==> src/rtl/imem_boot_ctrl_if.sv <==
// Bus bundle for the instruction-memory boot controller.
// Groups the boot-load stream, the CPU fetch port and the memory port.
//   slave  : controller side (imem_boot_ctrl)
//   master : environment side (loader, CPU, memory)
// Signals:
//   ld_valid/ld_ready/ld_data/ld_last : boot-load word stream
//   reload                            : restart boot-load pulse
//   cpu_req/cpu_pc                    : fetch request, byte address
//   cpu_instr/cpu_valid/cpu_fault     : fetch response, one cycle later
//   cpu_hold                          : CPU stall / keep-in-reset
//   mem_we/mem_addr/mem_wdata/mem_rdata : single-port memory
//   boot_done/words_loaded            : status
interface imem_boot_ctrl_if #(
    parameter int ADDR_W = 10,
    parameter int DATA_W = 32
);
    logic              ld_valid;
    logic              ld_ready;
    logic [DATA_W-1:0] ld_data;
    logic              ld_last;
    logic              reload;
    logic              cpu_req;
    logic [31:0]       cpu_pc;
    logic [DATA_W-1:0] cpu_instr;
    logic              cpu_valid;
    logic              cpu_fault;
    logic              cpu_hold;
    logic              mem_we;
    logic [ADDR_W-1:0] mem_addr;
    logic [DATA_W-1:0] mem_wdata;
    logic [DATA_W-1:0] mem_rdata;
    logic              boot_done;
    logic [ADDR_W:0]   words_loaded;

    modport slave (
        input  ld_valid, ld_data, ld_last, reload, cpu_req, cpu_pc, mem_rdata,
        output ld_ready, cpu_instr, cpu_valid, cpu_fault, cpu_hold,
               mem_we, mem_addr, mem_wdata, boot_done, words_loaded
    );

    modport master (
        output ld_valid, ld_data, ld_last, reload, cpu_req, cpu_pc, mem_rdata,
        input  ld_ready, cpu_instr, cpu_valid, cpu_fault, cpu_hold,
               mem_we, mem_addr, mem_wdata, boot_done, words_loaded
    );
endinterface

==> src/rtl/imem_boot_ctrl.sv <==
// Instruction-memory boot controller.
// Owns a single-port 2**ADDR_W x DATA_W instruction memory. After reset it
// streams a boot image into the memory from word 0 while holding the CPU,
// then serves CPU fetches with one-cycle latency. A reload pulse returns it
// to boot-load at any time.
// Ports:
//   clk  : clock, rising edge
//   rst  : synchronous active-high reset
//   bus  : imem_boot_ctrl_if.slave (load stream, fetch port, memory port, status)
//
// state | meaning
// LOAD  | accepting boot words, writing memory at wr_ptr, CPU held
// RUN   | image loaded, serving CPU fetches from memory
module imem_boot_ctrl #(
    parameter int                ADDR_W    = 10,
    parameter int                DATA_W    = 32,
    parameter logic [DATA_W-1:0] NOP_INSTR = 32'h00000013
) (
    input logic             clk,
    input logic             rst,
    imem_boot_ctrl_if.slave bus
);
    typedef enum logic {
        LOAD = 1'b0,
        RUN  = 1'b1
    } state_t;

    localparam logic [ADDR_W-1:0] PTR_MAX = '1;

    state_t            state;
    logic [ADDR_W-1:0] wr_ptr;
    logic [ADDR_W:0]   words_loaded_q;
    logic              valid_q;
    logic              fault_q;
    logic              hold_q;
    logic              done_q;

    logic ld_ready_c;
    logic handshake;
    logic pc_fault;

    // A reload in LOAD takes priority over any word offered that cycle.
    assign ld_ready_c = (state == LOAD) && !bus.reload;
    assign handshake  = ld_ready_c && bus.ld_valid;

    // Misaligned, or addressing beyond the memory.
    assign pc_fault = (bus.cpu_pc[1:0] != 2'b00) || (bus.cpu_pc[31:ADDR_W+2] != '0);

    always_ff @(posedge clk) begin
        if (rst) begin
            state          <= LOAD;
            wr_ptr         <= '0;
            words_loaded_q <= '0;
            valid_q        <= 1'b0;
            fault_q        <= 1'b0;
            hold_q         <= 1'b1;
            done_q         <= 1'b0;
        end else begin
            case (state)
                LOAD: begin
                    valid_q <= 1'b0;
                    fault_q <= 1'b0;
                    if (bus.reload) begin
                        wr_ptr         <= '0;
                        words_loaded_q <= '0;
                    end else if (handshake) begin
                        wr_ptr         <= wr_ptr + ADDR_W'(1);
                        words_loaded_q <= words_loaded_q + (ADDR_W+1)'(1);
                        // Last word of the image, or the memory is now full.
                        if (bus.ld_last || (wr_ptr == PTR_MAX)) begin
                            state  <= RUN;
                            hold_q <= 1'b0;
                            done_q <= 1'b1;
                        end
                    end
                end
                RUN: begin
                    if (bus.reload) begin
                        // Reload wins over a same-cycle fetch: no response follows.
                        state          <= LOAD;
                        wr_ptr         <= '0;
                        words_loaded_q <= '0;
                        valid_q        <= 1'b0;
                        fault_q        <= 1'b0;
                        hold_q         <= 1'b1;
                        done_q         <= 1'b0;
                    end else begin
                        valid_q <= bus.cpu_req;
                        fault_q <= bus.cpu_req && pc_fault;
                    end
                end
                default: begin
                    state <= LOAD;
                end
            endcase
        end
    end

    assign bus.ld_ready     = ld_ready_c;
    assign bus.mem_we       = handshake;
    assign bus.mem_addr     = (state == RUN) ? bus.cpu_pc[ADDR_W+1:2] : wr_ptr;
    assign bus.mem_wdata    = bus.ld_data;
    assign bus.cpu_valid    = valid_q;
    assign bus.cpu_fault    = fault_q;
    assign bus.cpu_instr    = fault_q ? NOP_INSTR : bus.mem_rdata;
    assign bus.cpu_hold     = hold_q;
    assign bus.boot_done    = done_q;
    assign bus.words_loaded = words_loaded_q;
endmodule

==> src/flat_wrapper.sv <==
// flat-port wrapper written by rule: the top's interface ports become plain ports
module imem_boot_ctrl_flat 
#(
    parameter int                ADDR_W    = 10,
    parameter int                DATA_W    = 32,
    parameter logic [DATA_W-1:0] NOP_INSTR = 32'h00000013
)
  (clk, rst, bus_ld_valid, bus_ld_data, bus_ld_last, bus_reload, bus_cpu_req, bus_cpu_pc, bus_mem_rdata, bus_ld_ready, bus_cpu_instr, bus_cpu_valid, bus_cpu_fault, bus_cpu_hold, bus_mem_we, bus_mem_addr, bus_mem_wdata, bus_boot_done, bus_words_loaded);
  imem_boot_ctrl_if #(.ADDR_W(ADDR_W), .DATA_W(DATA_W)) bus_i ();
  input logic clk;
  input logic rst;
  input wire logic [$bits(bus_i.ld_valid)-1:0] bus_ld_valid;
  input wire logic [$bits(bus_i.ld_data)-1:0] bus_ld_data;
  input wire logic [$bits(bus_i.ld_last)-1:0] bus_ld_last;
  input wire logic [$bits(bus_i.reload)-1:0] bus_reload;
  input wire logic [$bits(bus_i.cpu_req)-1:0] bus_cpu_req;
  input wire logic [$bits(bus_i.cpu_pc)-1:0] bus_cpu_pc;
  input wire logic [$bits(bus_i.mem_rdata)-1:0] bus_mem_rdata;
  output wire logic [$bits(bus_i.ld_ready)-1:0] bus_ld_ready;
  output wire logic [$bits(bus_i.cpu_instr)-1:0] bus_cpu_instr;
  output wire logic [$bits(bus_i.cpu_valid)-1:0] bus_cpu_valid;
  output wire logic [$bits(bus_i.cpu_fault)-1:0] bus_cpu_fault;
  output wire logic [$bits(bus_i.cpu_hold)-1:0] bus_cpu_hold;
  output wire logic [$bits(bus_i.mem_we)-1:0] bus_mem_we;
  output wire logic [$bits(bus_i.mem_addr)-1:0] bus_mem_addr;
  output wire logic [$bits(bus_i.mem_wdata)-1:0] bus_mem_wdata;
  output wire logic [$bits(bus_i.boot_done)-1:0] bus_boot_done;
  output wire logic [$bits(bus_i.words_loaded)-1:0] bus_words_loaded;
  assign bus_i.ld_valid = bus_ld_valid;
  assign bus_i.ld_data = bus_ld_data;
  assign bus_i.ld_last = bus_ld_last;
  assign bus_i.reload = bus_reload;
  assign bus_i.cpu_req = bus_cpu_req;
  assign bus_i.cpu_pc = bus_cpu_pc;
  assign bus_i.mem_rdata = bus_mem_rdata;
  assign bus_ld_ready = bus_i.ld_ready;
  assign bus_cpu_instr = bus_i.cpu_instr;
  assign bus_cpu_valid = bus_i.cpu_valid;
  assign bus_cpu_fault = bus_i.cpu_fault;
  assign bus_cpu_hold = bus_i.cpu_hold;
  assign bus_mem_we = bus_i.mem_we;
  assign bus_mem_addr = bus_i.mem_addr;
  assign bus_mem_wdata = bus_i.mem_wdata;
  assign bus_boot_done = bus_i.boot_done;
  assign bus_words_loaded = bus_i.words_loaded;
  imem_boot_ctrl #(.ADDR_W(ADDR_W), .DATA_W(DATA_W), .NOP_INSTR(NOP_INSTR)) u_core (.clk(clk), .rst(rst), .bus(bus_i));
endmodule
==> config.mk <==
export PLATFORM = sky130hd
export DESIGN_NAME = imem_boot_ctrl_flat
export DESIGN_NICKNAME = d
export VERILOG_FILES = /design/src/rtl/imem_boot_ctrl_if.sv /design/src/rtl/imem_boot_ctrl.sv /design/src/flat_wrapper.sv
export SDC_FILE = /design/constraint.sdc
export NUM_CORES = 1
export LEC_CHECK = 0
export BUFFER_PORTS_ARGS = -buffer_cell sky130_fd_sc_hd__buf_2
export CAP_MARGIN = 20
export CORE_ASPECT_RATIO = 0.7
export CORE_UTILIZATION = 38
export CTS_CLUSTER_DIAMETER = 200
export DETAILED_ROUTE_END_ITERATION = 8
export GPL_TIMING_DRIVEN = 0
export HOLD_SLACK_MARGIN = 0.1
export PLACE_DENSITY = 0.87
export SETUP_SLACK_MARGIN = 0.05
export SLEW_MARGIN = 20
export SYNTH_ARGS = -nofsm -noshare
export SYNTH_HDL_FRONTEND = slang
export SYNTH_SLANG_ARGS = --single-unit
export TNS_END_PERCENT = 30
==> constraint.sdc <==
create_clock -name clk -period 5.79 [get_ports clk]
set_clock_uncertainty 0.05 [all_clocks]
set_input_delay 0.2895 -clock clk [delete_from_list [all_inputs] [get_ports clk]]
set_output_delay 0.2895 -clock clk [all_outputs]
set_load 0.02 [all_outputs]
# After elaboration in Yosys (flattened, before gate mapping)

Cells that the tools add are included.

$add $sub $neg: 2
Eq/ne operators: 6
Muxes and demuxes: 29
Bitwise gates (word level): 1
Reductions and logical operators: 10

Operators with widths:

| operator                | number |
|---|---|
| $mux W10                | 4 |
| $mux W11                | 3 |
| $mux W32                | 1 |
| $pmux W11 S2            | 1 |
| $pmux W10 S2            | 1 |
| $reduce_bool A20 Y1     | 1 |
| $mux W1                 | 14 |
| $add A11 B1 Y11 const B | 1 |
| $add A10 B1 Y10 const B | 1 |
| $eq A10 B10 Y1 const B  | 1 |
| $pmux W1 S2             | 5 |
| $ne A2 B2 Y1 const B    | 4 |
| $reduce_and A4 Y1       | 1 |
| $logic_and A1 B1 Y1     | 3 |
| $ne A3 B3 Y1 const B    | 1 |
| $logic_or A1 B1 Y1      | 2 |
| $reduce_and A2 Y1       | 1 |
| $reduce_bool A2 Y1      | 1 |
| $logic_not A1 Y1        | 1 |
| $not A1 Y1              | 1 |

Register bits after elaboration: 26
Bits of input ports: 102
Output and inout bits: 91

# Longest topological paths before layout

Gate-level depths: netlist of the first run.

Depth after elaboration: 6
Depth in mapped cells: 7
Mapped depth without buffers: 6

# Worst setup path before layout of the first run

Ideal clock, no wire load.

Path kind: flip-flop to flip-flop
From: reg u_core.state
To: reg u_core.words_loaded_q[10] (netlist: u_core.bus.words_loaded[10])
Arrival: 1,870 ps
Setup slack: 3,801 ps
Cell stages (with the launch flop): 8
Path buffers: 1
Period minus slack after synthesis: 1,989 ps
Path through: dfxtp_1 -> inv_1 -> ha_1 -> nor2b_4 -> or2_1 -> buf_6 -> or4_1 -> a21oi_1

Longest elaborated chain between the ends: 5

Ends and longest elaborated chain:

| item                               | RTL line             | RTL |
|---|---|---|
| from (decl)                        | imem_boot_ctrl.sv:30 | `state_t state;` |
| from (signal assigned)             | imem_boot_ctrl.sv:51 | `state <= LOAD;` |
| from (signal assigned)             | imem_boot_ctrl.sv:71 | `state <= RUN;` |
| from (signal assigned)             | imem_boot_ctrl.sv:80 | `state <= LOAD;` |
| $not A1 Y1                         | imem_boot_ctrl.sv:43 | `assign ld_ready_c = (state == LOAD) && !bus.reload;` |
| $logic_and A1 B1 Y1                | imem_boot_ctrl.sv:43 |  |
| net bus_ld_ready                   | flat_wrapper.sv:19   | `output wire logic [$bits(bus_i.ld_ready)-1:0] bus_ld_ready;` |
| $logic_and A1 B1 Y1                | imem_boot_ctrl.sv:44 | `assign handshake = ld_ready_c && bus.ld_valid;` |
| $ne A3 B3 Y1 (no source line)      | -                    |  |
| $reduce_and A2 Y1 (no source line) | -                    |  |
| to (signal assigned)               | imem_boot_ctrl.sv:68 | `words_loaded_q <= words_loaded_q + (ADDR_W+1)'(1);` |
| to (decl)                          | imem_boot_ctrl.sv:32 | `logic [ADDR_W:0] words_loaded_q;` |

The timed path passes the listed nets, and every way through them passes these cells.
A chain may end at the register's enable or synchronous reset.

# Worst setup path after layout of the first run

From: reg u_core.state
To: reg u_core.words_loaded_q[5] (netlist: u_core.bus.words_loaded[5])

Longest elaborated chain between the ends: 5

Ends and longest elaborated chain:

| item                               | RTL line |
|---|---|
| $not A1 Y1                         | imem_boot_ctrl.sv:43, imem_boot_ctrl.sv:59 |
| $logic_and A1 B1 Y1                | imem_boot_ctrl.sv:43 |
| $logic_and A1 B1 Y1                | imem_boot_ctrl.sv:44 |
| $ne A3 B3 Y1 (no source line)      | - |
| $reduce_and A2 Y1 (no source line) | - |

Several ways; a longest one is shown, not always the timed one.

==> results.cfg, run 1 <==
[status]
status = completed

[clock_network]
clock_latency_ns = 0.28
clk_path_buf_depth = 2
numCtsBuffers = 3
cts_max_level = 1
cts.reportedPaths.clkPinSlew_ns = 0.09
cts_tree = done
cts_hold_buffers = 0
post_cts_buffers = 0
cts_resized = 0
clk_root_buffer_cell = clkbuf_8
cts_num_sinks = 26

[synthesis]
synth_area_leader_cell = dfxtp_1
synth_cell_types = 41
yosysSeqAreaShare_pct = 27.9
synth_area_per_cell_um2 = 8.10
synthesis.area_mm2 = 0.00186
synthesis.nets = 336
synth_ff_type = dfxtp_1
syn_inst = 230
synthTopCellsByArea = dfxtp_1 (28%), buf_4 (13%), nor2b_1 (9.7%)
synth.ff_latch_count = 26
synth.top_cell.area_share_pct = 27.9
synth_edf_count = 0
ys.warnings.count = 0
synth_async_sr_flop_share_pct = 0

[setup_path]
cp_cell_sequence = inv_1, ha_1, nor2b_4, nor2_1, a21o_1, buf_2, nor2_1
cpMostUsedCell = nor2_1
critPathCaptureType = register
slowest_delay_ns = 0.48
critPathKind = register to register
cp_max_fo = 10
worstPathRequired_ns = 5.89
start_kind = register
critical_path.slowest_cell = nor2_1
crit_arrival_ns = 2.28

[finish]
final_util_pct = 61.9
area_delta_synth_final_pct = 50.4
instances_no_fill = 460
final_cell_area_mm2 = 0.00280
final_nets = 501
drive_above_1_share_pct = 53.8
diodes = 0

[detailed_routing]
drt-total-wl_um = 6860
vias = 2196
firstDrtPassIters = 4
ant_nets = 0
drt_iter0_drc = 142
wl_per_cell_um = 14.9
route.detailed.drc = 0
via_per_inst = 4.77

[timing]
final_max_slew_viol_count = 0
slew_headroom_pct = 58.0
worst_slew_pin_slew_ns = 0.627
fin_hold_ws_ns = 0.198
period_share_pct = 37.6
rsz0062_at_grt = no
layout_setup_ws_ns = 3.61
max_freq_mhz = 459
hold_violations = 0
tns_ns = 0
finalSetupViolations = 0
period_needed_ns = 2.18

[global_route]
grt_start_max_net_pins = 15
grt_pass1_vias = 1795
gr-usage-all-layers_pct = 23.7
grt_overflow = 0
antenna_found_initial = 0
grt_pass1_wl_um = 9230

[floorplanning]
core_mm2 = 0.00453
dieWidth_um = 85.7
die_y_um = 60.6
placementRows = 20
dieArea_mm2 = 0.00519
start_util_pct = 41.1
pin_count = 193

[min_path]
min_path_type = input port to register

[placed_design]
gp_congestion = 0.926
portBuffers = 160
placed_cells = 456
place_area_mm2 = 0.00275
pre_cts_slack_ns = 3.69
dp_hpwl_um = 5830

[power]
power_mw = 0.446
power_per_cell_area_mw_per_mm2 = 159
p_leak_nw = 1.41
vdd_drop_max_mv = 0.0999

[job]
maxCapViolations = 0
[report_power, final]
part           total, mW  switching (mW)  leakage [nW]  internal (mW)
Clock              0.119          0.0578        0.0288         0.0609
Combinational      0.142          0.0773          1.17         0.0648
Sequential         0.185         0.00362         0.210          0.182
Total              0.446           0.139          1.41          0.308
[final timing paths]
check             cells after the start                  from  slack, ns                         end
hold reg to reg                       2  u_core.bus.boot_done       0.43        u_core.bus.boot_done
setup reg to reg                      7          u_core.state       3.61  u_core.bus.words_loaded[5]
hold / removal                        2            bus_reload       0.20                u_core.state
setup / recovery                      7          u_core.state       3.61  u_core.bus.words_loaded[5]
[layout by cell type, fill, tap and decap left out, types with 8 or more instances in the layout]
cell type and instances:
mux2_2 9, a21oi_1 9, nand2_1 12, xnor2_1 12, nor2_1 18, nand3_1 8, dfxtp_1 26, buf_2 162
nor2b_1 29, buf_4 32
[cell families after synthesis]
logic type	after synthesis	share of synthesized area [%]
xor gates and xnor gates	12	5.64
muxes	9	5.44
and+or+nand+nor	106	32.2
DFF	26	27.9
AOI/OAI and AO/OA	27	9.81
buffers and inverters	46	16.3
adders and majority gates	4	2.69
[flip-flops by register name, indices dropped and copies added (netlist names)]
signal and flops:
u_core.wr_ptr 10, u_core.bus.boot_done 1, u_core.bus.cpu_valid 1, u_core.state 1, u_core.bus.cpu_fault 1, u_core.bus.cpu_hold 1
u_core.bus.words_loaded 11
[worst max-delay path, delay by kind of cell (launching register included)]
kind | cells | cell delay, ns
buffers and inverters | 2 | 0.36
DFF | 1 | 0.45
adders and majority gates | 1 | 0.23
and+or+nand+nor | 3 | 0.73
AOI/OAI and AO/OA | 1 | 0.22
[final cells by class]
cell class,instances,area (µm²)
flip-flops and latches,26,520
multi-input cells,158,1040
plain buffers,42,288
clock buffers,4,55.1
repair buffers,160,801
inverters,4,15.0
well taps,66,82.6
fillers,433,1730
[synthesized netlist by cell type (2+ instances only)]
library cell and number:
xnor2_1 12, nor2b_1 29, a21o_1 2, nor2_1 18, nand3_1 8, ha_1 4
nor3_1 5, nand4b_1 2, or4_1 3, dfxtp_1 26, a21oi_1 9, or3_1 2
and3_1 2, nand4_1 4, inv_1 4, nor4_1 6, a311oi_1 2, buf_2 2
nor3b_1 4, o21ai_0 3, or2_2 3, buf_4 32, nand2_1 12, o31ai_1 5
nor4b_1 2, mux2_2 9, clkbuf_1 6
[per-layer routing]
layer / up-vias / GRT usage (%) / routed length, µm
li1: 1092 / - / -
met1: 1005 / 31.8 / 2970
met2: 89 / 40.8 / 3420
met3: 10 / 3.95 / 347
met4: 0 / 5.48 / 117
met5: - / 0 / 0
Power figures use the tool's default switching activity.
==> inputs of run 2 (changes only) <==
--- a/config.mk
+++ b/config.mk
@@ -5,15 +5,16 @@
 export SDC_FILE = /design/constraint.sdc
 export NUM_CORES = 1
 export LEC_CHECK = 0
+export ABC_AREA = 1
 export BUFFER_PORTS_ARGS = -buffer_cell sky130_fd_sc_hd__buf_2
 export CAP_MARGIN = 20
 export CORE_ASPECT_RATIO = 0.7
-export CORE_UTILIZATION = 38
+export CORE_UTILIZATION = 33
 export CTS_CLUSTER_DIAMETER = 200
 export DETAILED_ROUTE_END_ITERATION = 8
 export GPL_TIMING_DRIVEN = 0
 export HOLD_SLACK_MARGIN = 0.1
-export PLACE_DENSITY = 0.87
+export PLACE_DENSITY = 0.79
 export SETUP_SLACK_MARGIN = 0.05
 export SLEW_MARGIN = 20
 export SYNTH_ARGS = -nofsm -noshare
==> constraint.sdc (replaced) <==
create_clock -name clk -period 1.9 [get_ports clk]
set_clock_uncertainty 0.05 [all_clocks]
set_input_delay 0.095 -clock clk [delete_from_list [all_inputs] [get_ports clk]]
set_output_delay 0.095 -clock clk [all_outputs]
set_load 0.02 [all_outputs]
==> run 2 against run 1 <==
Effect of this change:
- cell count increased by 23%
- wire length decreased by 3.6%
- critical path depth decreased by 2
- clock-buffer cell count decreased by 1
- combinational power increased to 3.3 times the previous value
- sequential power increased to 3.0 times the previous value
- largest cell class unchanged
- critical endpoint is now bus_mem_addr[2]
- cell area increased by 7.2%
- worst hold slack got worse by 0.078 ns
- critical path type is now register to output pin
- synthesized cell count increased by 38%
- non-clock buffer count increased by 6
==> results.cfg, run 2 <==
[status]
status = completed

[synthesis]
synth_common_cells = nand2_1 (66), nor2_1 (57), inv_1 (50), buf_4 (32), dfxtp_1 (26)
yosysMostFrequentCell = nand2_1
synthesis.nets = 424
yosysSeqAreaShare_pct = 26.6
synthTopCellsByArea = dfxtp_1 (27%), nand2_1 (13%), buf_4 (12%)
ys.warnings.count = 0
synth.ff_latch_count = 26
synth.top_cell.area_share_pct = 26.6
syn_inst = 318
synthesis.area_mm2 = 0.00196
synth_cell_types = 31
synth_area_leader_cell = dfxtp_1
synth_edf_count = 0
synth_ff_type = dfxtp_1
synth_area_per_cell_um2 = 6.15
synth_async_sr_flop_share_pct = 0

[timing]
final_max_slew_viol_count = 0
hold_violations = 0
period_needed_ns = 1.75
finalSetupViolations = 0
max_freq_mhz = 571
rsz0062_at_grt = no
slew_headroom_pct = 71.2
worst_slew_pin_slew_ns = 0.432
period_share_pct = 92.2
layout_setup_ws_ns = 0.147

[clock_network]
cts.reportedPaths.clkPinSlew_ns = 0.09
clk_path_buf_depth = 2
cts_tree = done
numCtsBuffers = 3
clk_root_buffer_cell = clkbuf_8
cts_num_sinks = 26
cts_max_level = 1
clock_latency_ns = 0.27

[global_route]
grt_pass1_vias = 2117
antenna_found_initial = 0
gr-usage-all-layers_pct = 20.1
grt_pass1_wl_um = 9760
grt_overflow = 0
grt_start_max_net_pins = 14

[detailed_routing]
wl_per_cell_um = 11.7
drt_iter0_drc = 102
vias = 2499
ant_nets = 0
via_per_inst = 4.42
route.detailed.drc = 0
drt-total-wl_um = 6610
firstDrtPassIters = 4

[power]
power_per_cell_area_mw_per_mm2 = 446
switching_share_pct = 32.6
switching_power_mw = 0.436
intPower_mw = 0.901
combinationalPowerShare_pct = 34.8
p_leak_nw = 1.70
power_mw = 1.34
power.share.clock_pct = 23.3
vdd_drop_max_mv = 0.305
seqPwrFrac_pct = 41.9

[setup_path]
worstPathRequired_ns = 1.75
reg2regPathDepth = 10
r2r_slack_ns = 0.19
critPathCaptureType = output pin
critPathKind = register to output pin
start_kind = register
cp_max_fo = 10
worstReg2RegEnd = u_core.wr_ptr[3]
critPathLaunch = u_core.state
crit_arrival_ns = 1.61
reg2reg_from = u_core.state
cp-endpoint = bus_mem_addr[2]

[floorplanning]
dieWidth_um = 94.0
pin_count = 193
die_y_um = 66.4
start_util_pct = 34.1
dieArea_mm2 = 0.00624
core_mm2 = 0.00573
placementRows = 23

[min_path]
min_path_type = input port to register
hold_path_startpoint = bus_reload

[finish]
final_util_pct = 52.4
layout_common_cells = buf_2 (160), nand2_1 (66), nor2_1 (57)
largest_reg_flops = 11
diodes = 0
final_nets = 598
area_delta_synth_final_pct = 53.6
final_common_cell = buf_2
drive_above_1_share_pct = 45.3

[job]
maxCapViolations = 0

[placed_design]
gp_congestion = 0.907
pre_cts_slack_ns = -0.155
portBuffers = 160
dp_hpwl_um = 5430
## run 2: cell count changes in the layout (fill, tap and decap cells not counted), moves of 9 or more
cell | before | now
a21oi_1 | 9 | 19
inv_1 | 4 | 49
mux2_2 | 9 | 0
nand2_1 | 12 | 66
nor2_1 | 18 | 57
nor2b_1 | 29 | 0
o21ai_0 | 3 | 14
xnor2_1 | 12 | 0
## run 2: layer usage
metal	vias to the layer above	share of wire, %	track usage, %
li1	1290	-	-
met1	1109	42	23.8
met2	92	50	36.8
met3	8	6.5	4.48
met4	0	0.98	4.62
met5	-	0	0
## run 2: how the worst min path moves through the flow
| stage | endpoint | cells past startpoint | slack, ns |
|---|---|---|---|
| floorplan | u_core.bus.boot_done | 1 | 0.11 |
| global placement | u_core.wr_ptr[1] | 2 | 0.28 |
| detailed placement | u_core.bus.words_loaded[1] | 2 | 0.27 |
| CTS | u_core.wr_ptr[4] | 4 | 0.12 |
| global route | u_core.wr_ptr[4] | 4 | 0.12 |
| finish | u_core.wr_ptr[4] | 4 | 0.12 |
## run 2: power groups by stage
stage / logic, mW / clock network (mW) / registers [mW]
floorplan: 0.264 / 0 / 0.578
global placement: 0.440 / 0 / 0.573
detailed placement: 0.444 / 0 / 0.573
CTS: 0.459 / 0.318 / 0.560
global route: 0.507 / 0.349 / 0.562
finish: 0.466 / 0.312 / 0.560
## run 2: cells by family (layout without fill, tap and decap cells)
| group | Yosys count | count (layout) | share of synthesized area [%] |
|---|---|---|---|
| flops | 26 | 26 | 26.6 |
| buf+inv | 91 | 263 | 24.6 |
| simple gates | 157 | 157 | 34.5 |
| fa+ha+maj | 4 | 4 | 2.56 |
| compound gates | 40 | 40 | 11.7 |
## run 2: worst max-delay path, cell delays in order, from the launching register on
cell     delay, ns
dfxtp_2       0.34
buf_6         0.13
buf_1         0.36
nand2_1       0.11
o21ai_0       0.15
buf_2         0.23
## run 2: cell type report
class | instances | area (µm²)
clock buffer | 3 | 41.3
fill | 573 | 2720
timing repair buffer | 169 | 887
buffer | 39 | 292
tap | 75 | 93.8
inverter | 52 | 195
sequential | 26 | 522
multi-input combinational | 201 | 972
## run 2: what timing repair did
action / in CTS / in global routing
pin swaps: 1 / 2
resized for setup: 2 / 6
setup buffers: 2 / 1
hold endpoints to repair: 6 / 0
setup endpoints to repair: 19 / 25
hold buffers: 6 / 0
## run 2: stage by stage
stage	TNS (ns)	cells	cell area (µm²)	hold slack, ns
after floorplan	0	318	1960	0.114
after global routing	0	565	3000	0.124
after global placement	-1.25	553	2850	0.276
after CTS	0	564	2970	0.118
after detailed placement	-1.28	553	2850	0.273
final	0	565	3000	0.120
